==> src/rtl/ball_motion_ctrl_if.sv <==
// Raster-in / ball-centre-out bundle shared by the sync generator side and the renderer side.
// The master drives the raster position and motion controls; the slave publishes the ball state.
interface ball_motion_ctrl_if;
    logic [9:0] hpos;
    logic [9:0] vpos;
    logic       pause;
    logic [7:0] speed_x;
    logic [7:0] speed_y;
    logic [9:0] ball_x;
    logic [9:0] ball_y;
    logic       dir_x;
    logic       dir_y;
    logic       bounce;

    modport master (
        output hpos, vpos, pause, speed_x, speed_y,
        input  ball_x, ball_y, dir_x, dir_y, bounce
    );

    modport slave (
        input  hpos, vpos, pause, speed_x, speed_y,
        output ball_x, ball_y, dir_x, dir_y, bounce
    );
endinterface

==> src/rtl/ball_motion_ctrl.sv <==
// Bouncing-ball state owner: one fixed-point update per frame, reflected at the screen bounds,
// with the centre published through a holding register so it never changes mid-frame.
module ball_motion_ctrl #(
    parameter int H_ACTIVE  = 640,
    parameter int V_ACTIVE  = 480,
    parameter int RADIUS    = 20,
    parameter int INIT_X    = 320,
    parameter int INIT_Y    = 240,
    parameter int FRAC_BITS = 4
) (
    input  logic              clk,
    input  logic              reset,
    ball_motion_ctrl_if.slave bus
);

    localparam int PW = 10 + FRAC_BITS;
    localparam int CW = 11 + FRAC_BITS;

    localparam logic [CW-1:0] MIN_X = CW'(RADIUS << FRAC_BITS);
    localparam logic [CW-1:0] MAX_X = CW'((H_ACTIVE - 1 - RADIUS) << FRAC_BITS);
    localparam logic [CW-1:0] MIN_Y = CW'(RADIUS << FRAC_BITS);
    localparam logic [CW-1:0] MAX_Y = CW'((V_ACTIVE - 1 - RADIUS) << FRAC_BITS);
    localparam logic [PW-1:0] POS_X0 = PW'(INIT_X << FRAC_BITS);
    localparam logic [PW-1:0] POS_Y0 = PW'(INIT_Y << FRAC_BITS);

    typedef enum logic [1:0] {IDLE, MOVE_X, MOVE_Y, PUBLISH} state_t;

    typedef struct packed {
        logic [PW-1:0] pos;
        logic          dir;
        logic          hit;
    } axis_t;

    // One axis step. The extra top bit keeps pos+speed from wrapping before the bound compare.
    function automatic axis_t move_axis(input logic [PW-1:0] pos, input logic dir,
                                        input logic [7:0] spd,
                                        input logic [CW-1:0] lo, input logic [CW-1:0] hi);
        logic [CW-1:0] p;
        logic [CW-1:0] s;
        logic [CW-1:0] up;
        axis_t         r;
        p     = {1'b0, pos};
        s     = CW'(spd);
        up    = p + s;
        r.pos = pos;
        r.dir = dir;
        r.hit = 1'b0;
        if (dir) begin
            if (spd != 8'd0 && up >= hi) begin
                r.pos = hi[PW-1:0];
                r.dir = 1'b0;
                r.hit = 1'b1;
            end else begin
                r.pos = up[PW-1:0];
            end
        end else begin
            if (spd != 8'd0 && p < lo + s) begin
                r.pos = lo[PW-1:0];
                r.dir = 1'b1;
                r.hit = 1'b1;
            end else begin
                r.pos = pos - PW'(spd);
            end
        end
        return r;
    endfunction

    state_t        state, state_next;
    logic          prev_zero;
    logic          at_zero;
    logic          tick;
    logic [7:0]    spd_x, spd_y;
    logic [PW-1:0] pos_x, pos_y;
    logic          dir_x, dir_y;
    logic          hit_x, hit_y;
    logic [9:0]    ball_x, ball_y;
    logic          bounce;
    axis_t         step_x, step_y;

    assign at_zero = (bus.hpos == 10'd0) && (bus.vpos == 10'd0);
    // Edge-detect the origin so a raster stalled at (0,0) still yields a single tick.
    assign tick    = at_zero && !prev_zero;

    assign step_x = move_axis(pos_x, dir_x, spd_x, MIN_X, MAX_X);
    assign step_y = move_axis(pos_y, dir_y, spd_y, MIN_Y, MAX_Y);

    always_ff @(posedge clk or posedge reset) begin
        if (reset) state <= IDLE;
        else       state <= state_next;
    end

    // NOTE: every variable driven here gets a default first, so no path can infer a latch.
    always_comb begin
        state_next = state;
        unique case (state)
            IDLE:    if (tick && !bus.pause) state_next = MOVE_X;
            MOVE_X:  state_next = MOVE_Y;
            MOVE_Y:  state_next = PUBLISH;
            PUBLISH: state_next = IDLE;
            default: state_next = IDLE;
        endcase
    end

    // NOTE: sequential state uses non-blocking assignments so every register sees pre-edge values.
    always_ff @(posedge clk or posedge reset) begin
        if (reset) begin
            prev_zero <= 1'b0;
            spd_x     <= 8'd0;
            spd_y     <= 8'd0;
            pos_x     <= POS_X0;
            pos_y     <= POS_Y0;
            dir_x     <= 1'b1;
            dir_y     <= 1'b1;
            hit_x     <= 1'b0;
            hit_y     <= 1'b0;
            ball_x    <= 10'(INIT_X);
            ball_y    <= 10'(INIT_Y);
            bounce    <= 1'b0;
        end else begin
            prev_zero <= at_zero;
            bounce    <= 1'b0;
            unique case (state)
                IDLE: begin
                    if (tick && !bus.pause) begin
                        spd_x <= bus.speed_x;
                        spd_y <= bus.speed_y;
                    end
                end
                MOVE_X: begin
                    pos_x <= step_x.pos;
                    dir_x <= step_x.dir;
                    hit_x <= step_x.hit;
                end
                MOVE_Y: begin
                    pos_y <= step_y.pos;
                    dir_y <= step_y.dir;
                    hit_y <= step_y.hit;
                end
                PUBLISH: begin
                    ball_x <= pos_x[PW-1:FRAC_BITS];
                    ball_y <= pos_y[PW-1:FRAC_BITS];
                    bounce <= hit_x | hit_y;
                    hit_x  <= 1'b0;
                    hit_y  <= 1'b0;
                end
                default: ;
            endcase
        end
    end

    assign bus.ball_x = ball_x;
    assign bus.ball_y = ball_y;
    assign bus.dir_x  = dir_x;
    assign bus.dir_y  = dir_y;
    assign bus.bounce = bounce;

endmodule

==> src/flat_wrapper.sv <==
// flat-port wrapper written by rule: the top's interface ports become plain ports
module ball_motion_ctrl_flat 
#(
    parameter int H_ACTIVE  = 640,
    parameter int V_ACTIVE  = 480,
    parameter int RADIUS    = 20,
    parameter int INIT_X    = 320,
    parameter int INIT_Y    = 240,
    parameter int FRAC_BITS = 4
)
  (clk, reset, bus_hpos, bus_vpos, bus_pause, bus_speed_x, bus_speed_y, bus_ball_x, bus_ball_y, bus_dir_x, bus_dir_y, bus_bounce);
  ball_motion_ctrl_if bus_i ();
  input  logic clk;
  input  logic reset;
  input wire logic [$bits(bus_i.hpos)-1:0] bus_hpos;
  input wire logic [$bits(bus_i.vpos)-1:0] bus_vpos;
  input wire logic [$bits(bus_i.pause)-1:0] bus_pause;
  input wire logic [$bits(bus_i.speed_x)-1:0] bus_speed_x;
  input wire logic [$bits(bus_i.speed_y)-1:0] bus_speed_y;
  output wire logic [$bits(bus_i.ball_x)-1:0] bus_ball_x;
  output wire logic [$bits(bus_i.ball_y)-1:0] bus_ball_y;
  output wire logic [$bits(bus_i.dir_x)-1:0] bus_dir_x;
  output wire logic [$bits(bus_i.dir_y)-1:0] bus_dir_y;
  output wire logic [$bits(bus_i.bounce)-1:0] bus_bounce;
  assign bus_i.hpos = bus_hpos;
  assign bus_i.vpos = bus_vpos;
  assign bus_i.pause = bus_pause;
  assign bus_i.speed_x = bus_speed_x;
  assign bus_i.speed_y = bus_speed_y;
  assign bus_ball_x = bus_i.ball_x;
  assign bus_ball_y = bus_i.ball_y;
  assign bus_dir_x = bus_i.dir_x;
  assign bus_dir_y = bus_i.dir_y;
  assign bus_bounce = bus_i.bounce;
  ball_motion_ctrl #(.H_ACTIVE(H_ACTIVE), .V_ACTIVE(V_ACTIVE), .RADIUS(RADIUS), .INIT_X(INIT_X), .INIT_Y(INIT_Y), .FRAC_BITS(FRAC_BITS)) u_core (.clk(clk), .reset(reset), .bus(bus_i));
endmodule
==> config.mk <==
export PLATFORM = sky130hd
export DESIGN_NAME = ball_motion_ctrl_flat
export DESIGN_NICKNAME = d
export VERILOG_FILES = /design/src/rtl/ball_motion_ctrl_if.sv /design/src/rtl/ball_motion_ctrl.sv /design/src/flat_wrapper.sv
export SDC_FILE = /design/constraint.sdc
export NUM_CORES = 1
export LEC_CHECK = 0
export ABC_AREA = 1
export CORE_MARGIN = 4
export CORE_UTILIZATION = 29
export CTS_CLUSTER_DIAMETER = 40
export DETAILED_ROUTE_END_ITERATION = 16
export SETUP_SLACK_MARGIN = 0.3
export SYNTH_ARGS = -nofsm -noshare
export SYNTH_HDL_FRONTEND = slang
export SYNTH_SLANG_ARGS = --single-unit
export TNS_END_PERCENT = 20
==> constraint.sdc <==
create_clock -name clk -period 2.9 [get_ports clk]
set_input_delay 0.29 -clock clk [delete_from_list [all_inputs] [get_ports clk]]
set_output_delay 0.29 -clock clk [all_outputs]
set_load 0.02 [all_outputs]
==> results of run 1 <==
==> power groups by stage <==
| stage | Combinational (uW) | Clock, uW | Sequential (uW) |
|---|---|---|---|
| after global routing | 5280 | 1290 | 1960 |
| after floorplan | 3220 | 0 | 1860 |
| after CTS | 4360 | 1240 | 1880 |
| after detailed placement | 4340 | 0 | 1890 |
| after global placement | 4330 | 0 | 1880 |
| final | 4710 | 1210 | 1910 |
==> area by class of cell <==
class                   count  area, sq um  area share (%)
inverters                  89          337            4.67
multi-input cells         589         3610            50.1
repair buffers             84          796            11.0
flip-flops and latches     72         1820            25.3
well taps                 265          332            4.60
clock buffers              11          233            3.23
clock inverters             5         81.3            1.13
==> cell usage after synthesis (3+ instances only) <==
library cell,count
buf_6,4
inv_1,77
ha_1,46
dfstp_2,14
clkbuf_1,10
nand4_1,11
a31oi_1,3
xor2_1,26
nand2_1,206
nand2_2,12
nand3_2,9
nor4_1,8
a21oi_2,13
o21ai_0,47
o21bai_1,3
nor3_1,6
inv_2,11
fa_1,4
nor2_1,69
o311ai_0,3
a21oi_1,39
nand3b_1,8
dfrtp_1,58
nand3_1,50
nor2_2,4
buf_4,6
==> cells by family after synthesis <==
group / share of synthesized area, %
compound gates: 12.7
mux: 0.394
xor+xnor: 4.29
buf+inv: 9.24
simple gates: 30.1
flops: 31.8
fa+ha+maj: 11.5
==> critical path, delay by kind of cell, from the launching register on <==
family	cells	cell delay (ns)
DFF	1	0.39
buffers and inverters	2	0.29
adders and majority gates	1	0.26
and+or+nand+nor	10	1.17
xor gates and xnor gates	1	0.26
==> metrics by stage <==
stage                     instances  setup WS [ns]  instance area (sq um)  hold WS (ns)  utilization (%)
after floorplan                 775          0.633                   5710         0.411                -
after global placement         1088          0.260                   6580         0.454             33.9
after detailed placement       1088          0.270                   6580         0.462             33.9
after CTS                      1104          0.316                   6900         0.363             35.6
after global routing           1115          0.259                   7210         0.385             37.2
final                          1115          0.423                   7210         0.348             37.2
==> how the worst max path moves through the flow <==
stage	startpoint	endpoint	slack [ns]
final	u_core.spd_y[4]$_DFFE_PP0P_	u_core.pos_y[0]$_DFFE_PP0P_	0.42
after global routing	u_core.spd_y[2]$_DFFE_PP0P_	u_core.hit_y$_DFFE_PP0P_	0.26
after CTS	u_core.pos_y[0]$_DFFE_PP0P_	u_core.pos_y[12]$_DFFE_PP0P_	0.32
after detailed placement	u_core.spd_x[3]$_DFFE_PP0P_	u_core.pos_x[12]$_DFFE_PP1P_	0.27
after global placement	u_core.pos_x[0]$_DFFE_PP0P_	u_core.pos_x[12]$_DFFE_PP1P_	0.26
after floorplan	u_core.spd_x[6]$_DFFE_PP0P_	u_core.pos_x[0]$_DFFE_PP0P_	0.63
==> routing by layer <==
metal,part of all wire (%),up-vias
li1,-,2652
met1,50,2481
met2,43,137
met3,4.9,16
met4,1.8,0
met5,0,-
==> flip-flops by register name (all words and copies together), names as in the netlist <==
register	flops
u_core.pos_y	14
u_core.hit_y	1
u_core.bus.ball_y	10
u_core.bus.dir_x	1
u_core.bus.ball_x	10
u_core.bus.bounce	1
u_core.pos_x	14
u_core.state	2
u_core.spd_x	8
u_core.prev_zero	1
u_core.bus.dir_y	1
u_core.spd_y	8
u_core.hit_x	1
==> timing repair <==
action / 4_1_cts / 5_1_grt
setup buffers: 0 / 9
pin swaps: 0 / 8
resized for setup: 1 / 56
endpoints found under the setup margin: 1 / 32
cloned: 0 / 2
==> impl_metrics.csv, run 1 <==
group,metric,value,unit
layout,final_cell_mix,"nand2_1 (203), inv_1 (74), nor2_1 (65)",
critical_path,slowest_delay,0.39,ns
critical_path,cp.arrival,2.71,ns
synth,syn_area_per_cell,7.37,sq um
critical_path,crit_required,3.14,ns
layout,fillCellCount,2066,
synth,yosysWarnings,0,
synth,synth.distinct_cells,48,
synth,syn-cell-area,5710,sq um
sta,min_period,2.48,ns
layout,mostFrequentLayoutCell,"nand2_1",
synth,ys_ff_latch,72,
synth,yosysTopAreaCell,"dfrtp_1",
drt,via_per_inst,4.74,
run,max-cap-violations,0,
critical_path,path_max_fanout,7,
drt,vias,5286,
synth,syn_inst,775,
drt,wl_per_cell,14.6,microns
die,dieArea,22000,sq um
drt,drt_pass1_iterations,5,
die,num_rows,51,
pwr,p_sw,3830,uW
critical_path,endpoint_kind,"flop",
global_routing,grt_use_total,15.0,%
sta,final-setup-viol-count,0,
synth,yosys_most_used_dff,"dfrtp_1",
layout,area_growth,26.2,%
synth,syn_nets,864,
clock_network,clockRootBuffer,"clkbuf_16",
place,hpwl,12.1,mm
sta,finalSetupTns,0,ns
pwr,p_sw_share,49.0,%
sta,skew,0.00899,ns
layout,n_antenna_cell,0,
global_routing,grt_start_max_net_pins,73,
pwr,seqPwrFrac,24.4,%
sta,fmax,0.404,GHz
sta,finalCritPeriodShare,85.4,%
clock_network,cts_buffers,9,
pwr,cellPowerDensity,1080,nW/um^2
critical_path,regToRegEndpoint,"u_core.pos_y[0]$_DFFE_PP0P_",
synth,yosysSeqAreaShare,31.8,%
global_routing,globalRouteMet1Util,21.2,%
critical_path,reg2reg_depth,14,
drt,drt_iter0_markers,444,
clock_network,htreeDepth,3,
sta,worstMarginPinSlew,0.607,ns
status,outcome,"completed",
pwr,p_int,3990,uW
critical_path,critPathSlowestCell,"dfrtp_1",
die,die_w,148,microns
clock_network,cts_tree,"yes",
clock_network,clock_path_buffers,2,
die,die_h,148,microns
place,portBuffers,61,
layout,layout.nets,934,
layout,layout-drive-gt1-share,17.6,%
critical_path,start_kind,"flop",
pwr,irDropWorstVdd,0.380,mV
die,io_pins,62,
pwr,p_leak,0.00338,uW
sta,slew_viol_final,0,
clock_network,clock_latency,0.35,ns
sta,slew_headroom,59.5,%
pwr,pwr-share-comb,60.2,%
critical_path,r2r_slack,0.42,ns
clock_network,cts.sinks,72,
global_routing,met2_usage,23.5,%
critical_path,crit_chain,"inv_1 -> ha_1 -> buf_4 -> nor2_2 -> nand3_1 -> nand2_1 -> nand2_2 -> nor2_2 -> xor2_1 -> nand3_2 -> nand2_4 -> nand3_1 -> nand4_1 -> nand2_1",
global_routing,gr-usage-met3,2.41,%
place,place_congestion,0.924,
drt,drc,0,
global_routing,antenna_found_initial,0,
global_routing,overflow,0,
drt,antenna_left,0,
die,initial_utilization,29.5,%
critical_path,critical_path_class,"reg -> reg",
synth,async_flop_share,100,%
global_routing,grt_pass1_vias,5197,
die,core_area,19400,sq um
sta,grt_setup_unrepaired,"true",
clock_network,cts-hold-fix-buffers,0,
synth,ys_top_cells_by_area,"dfrtp_1 (25%), nand2_1 (14%), ha_1 (10%)",
drt,routed_wl,16.3,mm
pwr,clockPowerShare,15.4,%
global_routing,grt_busiest_layer,"met2",
critical_path,r2r-start,"u_core.spd_y[4]$_DFFE_PP0P_",
sta,finalHoldViolCount,0,
synth,synth_edf_count,0,
min_path,min_path_type,"in -> async",
synth,synth_top_area_share,25.4,%
pwr,fin_total_pwr,7820,uW
global_routing,grt_pass1_wl,26.7,mm
clock_network,clk_pin_slew,0.06,ns
Note: power is estimated with default switching activity, not from simulation.
==> run 2, diff against run 1 <==
CORE_UTILIZATION = 30   (was 29)
==> run 2 against run 1 <==
Against the previous run:
- clock skew decreased by 0.00081 ns
- via count increased by 2.1%
- clock power fell by 11%
- final cell count is 2.2% lower
- critical endpoint is now u_core.pos_x[11]$_DFFE_PP0P_
- largest power group unchanged
==> impl_metrics.csv, run 2 (synthesis results as in run 1) <==
group,metric,value,unit
sta,holdWs,0.344,ns
critical_path,endpoint_kind,"flop",
die,num_rows,50,
drt,drt_pass1_iterations,5,
layout,final_cell_mix,"nand2_1 (199), inv_1 (72), nor2_1 (64)",
min_path,min_path_type,"in -> async",
clock_network,htreeDepth,3,
layout,layout.nets,940,
drt,wl_per_cell,14.9,microns
critical_path,start_kind,"flop",
global_routing,antenna_found_initial,0,
layout,multi_input_area,3670,sq um
global_routing,grt_start_max_net_pins,73,
global_routing,grt_use_total,15.2,%
critical_path,path_max_fanout,5,
sta,finalHoldViolCount,0,
global_routing,overflow,0,
die,die_w,146,microns
place,portBuffers,61,
critical_path,crit_required,3.17,ns
sta,grt_setup_unrepaired,"false",
sta,fmax,0.392,GHz
clock_network,clockRootBuffer,"clkbuf_16",
layout,largestRegisters,"u_core.pos_x x14, u_core.pos_y x14",
layout,design_area,7260,sq um
layout,n_antenna_cell,0,
place,dpl.cell_count,1060,
place,hpwl,12.0,mm
clock_network,cts-hold-fix-buffers,0,
drt,routed_wl,16.2,mm
sta,worstMarginPinSlew,0.850,ns
pwr,cellPowerDensity,1080,nW/um^2
drt,antenna_left,0,
die,dieArea,21300,sq um
global_routing,grt_pass1_vias,5135,
layout,layout-drive-gt1-share,19.7,%
drt,via_per_inst,4.95,
layout,area_growth,27.0,%
layout,fillCellCount,1938,
die,core_area,18700,sq um
die,initial_utilization,30.5,%
drt,vias,5398,
pwr,p_leak,0.00339,uW
global_routing,grt_pass1_wl,26.6,mm
status,outcome,"completed",
sta,finalCritPeriodShare,87.9,%
clock_network,clk_pin_slew,0.06,ns
clock_network,clock_path_buffers,2,
die,io_pins,62,
critical_path,cp.arrival,2.82,ns
sta,min_period,2.55,ns
die,die_h,146,microns
place,dpl_cell_area,6570,sq um
layout,final_cell_count_no_fill,1090,
place,place_congestion,0.915,
clock_network,cts.sinks,72,
drt,drc,0,
layout,seq_area,1830,sq um
pwr,irDropWorstVdd,0.458,mV
clock_network,cts_buffers,9,
critical_path,critical_path_class,"reg -> reg",
sta,final-setup-viol-count,0,
clock_network,clock_latency,0.34,ns
drt,drt_iter0_markers,464,
sta,slew_headroom,43.2,%
run,max-cap-violations,0,
clock_network,cts_tree,"yes",
layout,mostFrequentLayoutCell,"nand2_1",
sta,skew,0.00819,ns
sta,finalSetupTns,0,ns
sta,slew_viol_final,0,
pwr,fin_total_pwr,7810,uW
-- run 2: power breakdown --
group / switching, uW / internal, uW
clock: 450 / 630
sequential: 460 / 1430
combinational: 2940 / 1900
-- run 2: area by class of cell --
class | count | area share (%)
multi-input cells | 588 | 50.5
flip-flops and latches | 72 | 25.1
repair buffers | 91 | 11.7
inverters | 89 | 4.64
well taps | 234 | 4.03
clock buffers | 11 | 3.48
clock inverters | 5 | 0.517
-- run 2: final timing paths --
path / to / slack, ns / depth (start not counted) / startpoint
max in group asynchronous: u_core.bus.ball_y[4]$_DFFE_PP1P_ / 2.20 / 3 / reset
worst min-delay path: u_core.spd_x[2]$_DFFE_PP0P_ / 0.34 / 3 / reset
min in group clk: u_core.bus.ball_x[8]$_DFFE_PP1P_ / 0.47 / 2 / u_core.bus.ball_x[8]$_DFFE_PP1P_
worst min register to register: u_core.bus.ball_x[8]$_DFFE_PP1P_ / 0.47 / 2 / u_core.bus.ball_x[8]$_DFFE_PP1P_
worst max register to register: u_core.pos_x[11]$_DFFE_PP0P_ / 0.35 / 9 / u_core.spd_x[2]$_DFFE_PP0P_
worst max-delay path: u_core.pos_x[11]$_DFFE_PP0P_ / 0.35 / 9 / u_core.spd_x[2]$_DFFE_PP0P_
-- run 2: per-stage QoR --
| step | utilization, % | setup WS [ns] |
|---|---|---|
| 2_1_floorplan | - | 0.633 |
| 3_3_place_gp | 35.1 | 0.336 |
| 3_5_place_dp | 35.1 | 0.302 |
| 4_1_cts | 36.7 | 0.326 |
| 5_1_grt | 38.8 | 0.258 |
| 6_report | 38.8 | 0.350 |
-- run 2: critical path: stages (launching register included) --
cell	delay, ns
dfrtp_1	0.40
buf_4	0.14
nor4_1	0.46
nand4_1	0.55
nand3_1	0.36
buf_4	0.21
nand3_1	0.11
nand2_1	0.07
inv_1	0.06
a21oi_2	0.12
-- run 2: repair_timing --
action                                  4_1_cts  5_1_grt
endpoints found under the setup margin        3       32
gates resized for setup                       2       71
buffers inserted                              0       13
pin swaps                                     0       12
gates cloned                                  0        1
-- run 2: per-layer routing --
metal,GRT usage [%],routed length (microns),up-vias
li1,-,-,2670
met1,22.3,7970,2514
met2,22.5,6860,194
met3,2.86,1120,20
met4,4.80,287,0
met5,0,0,-
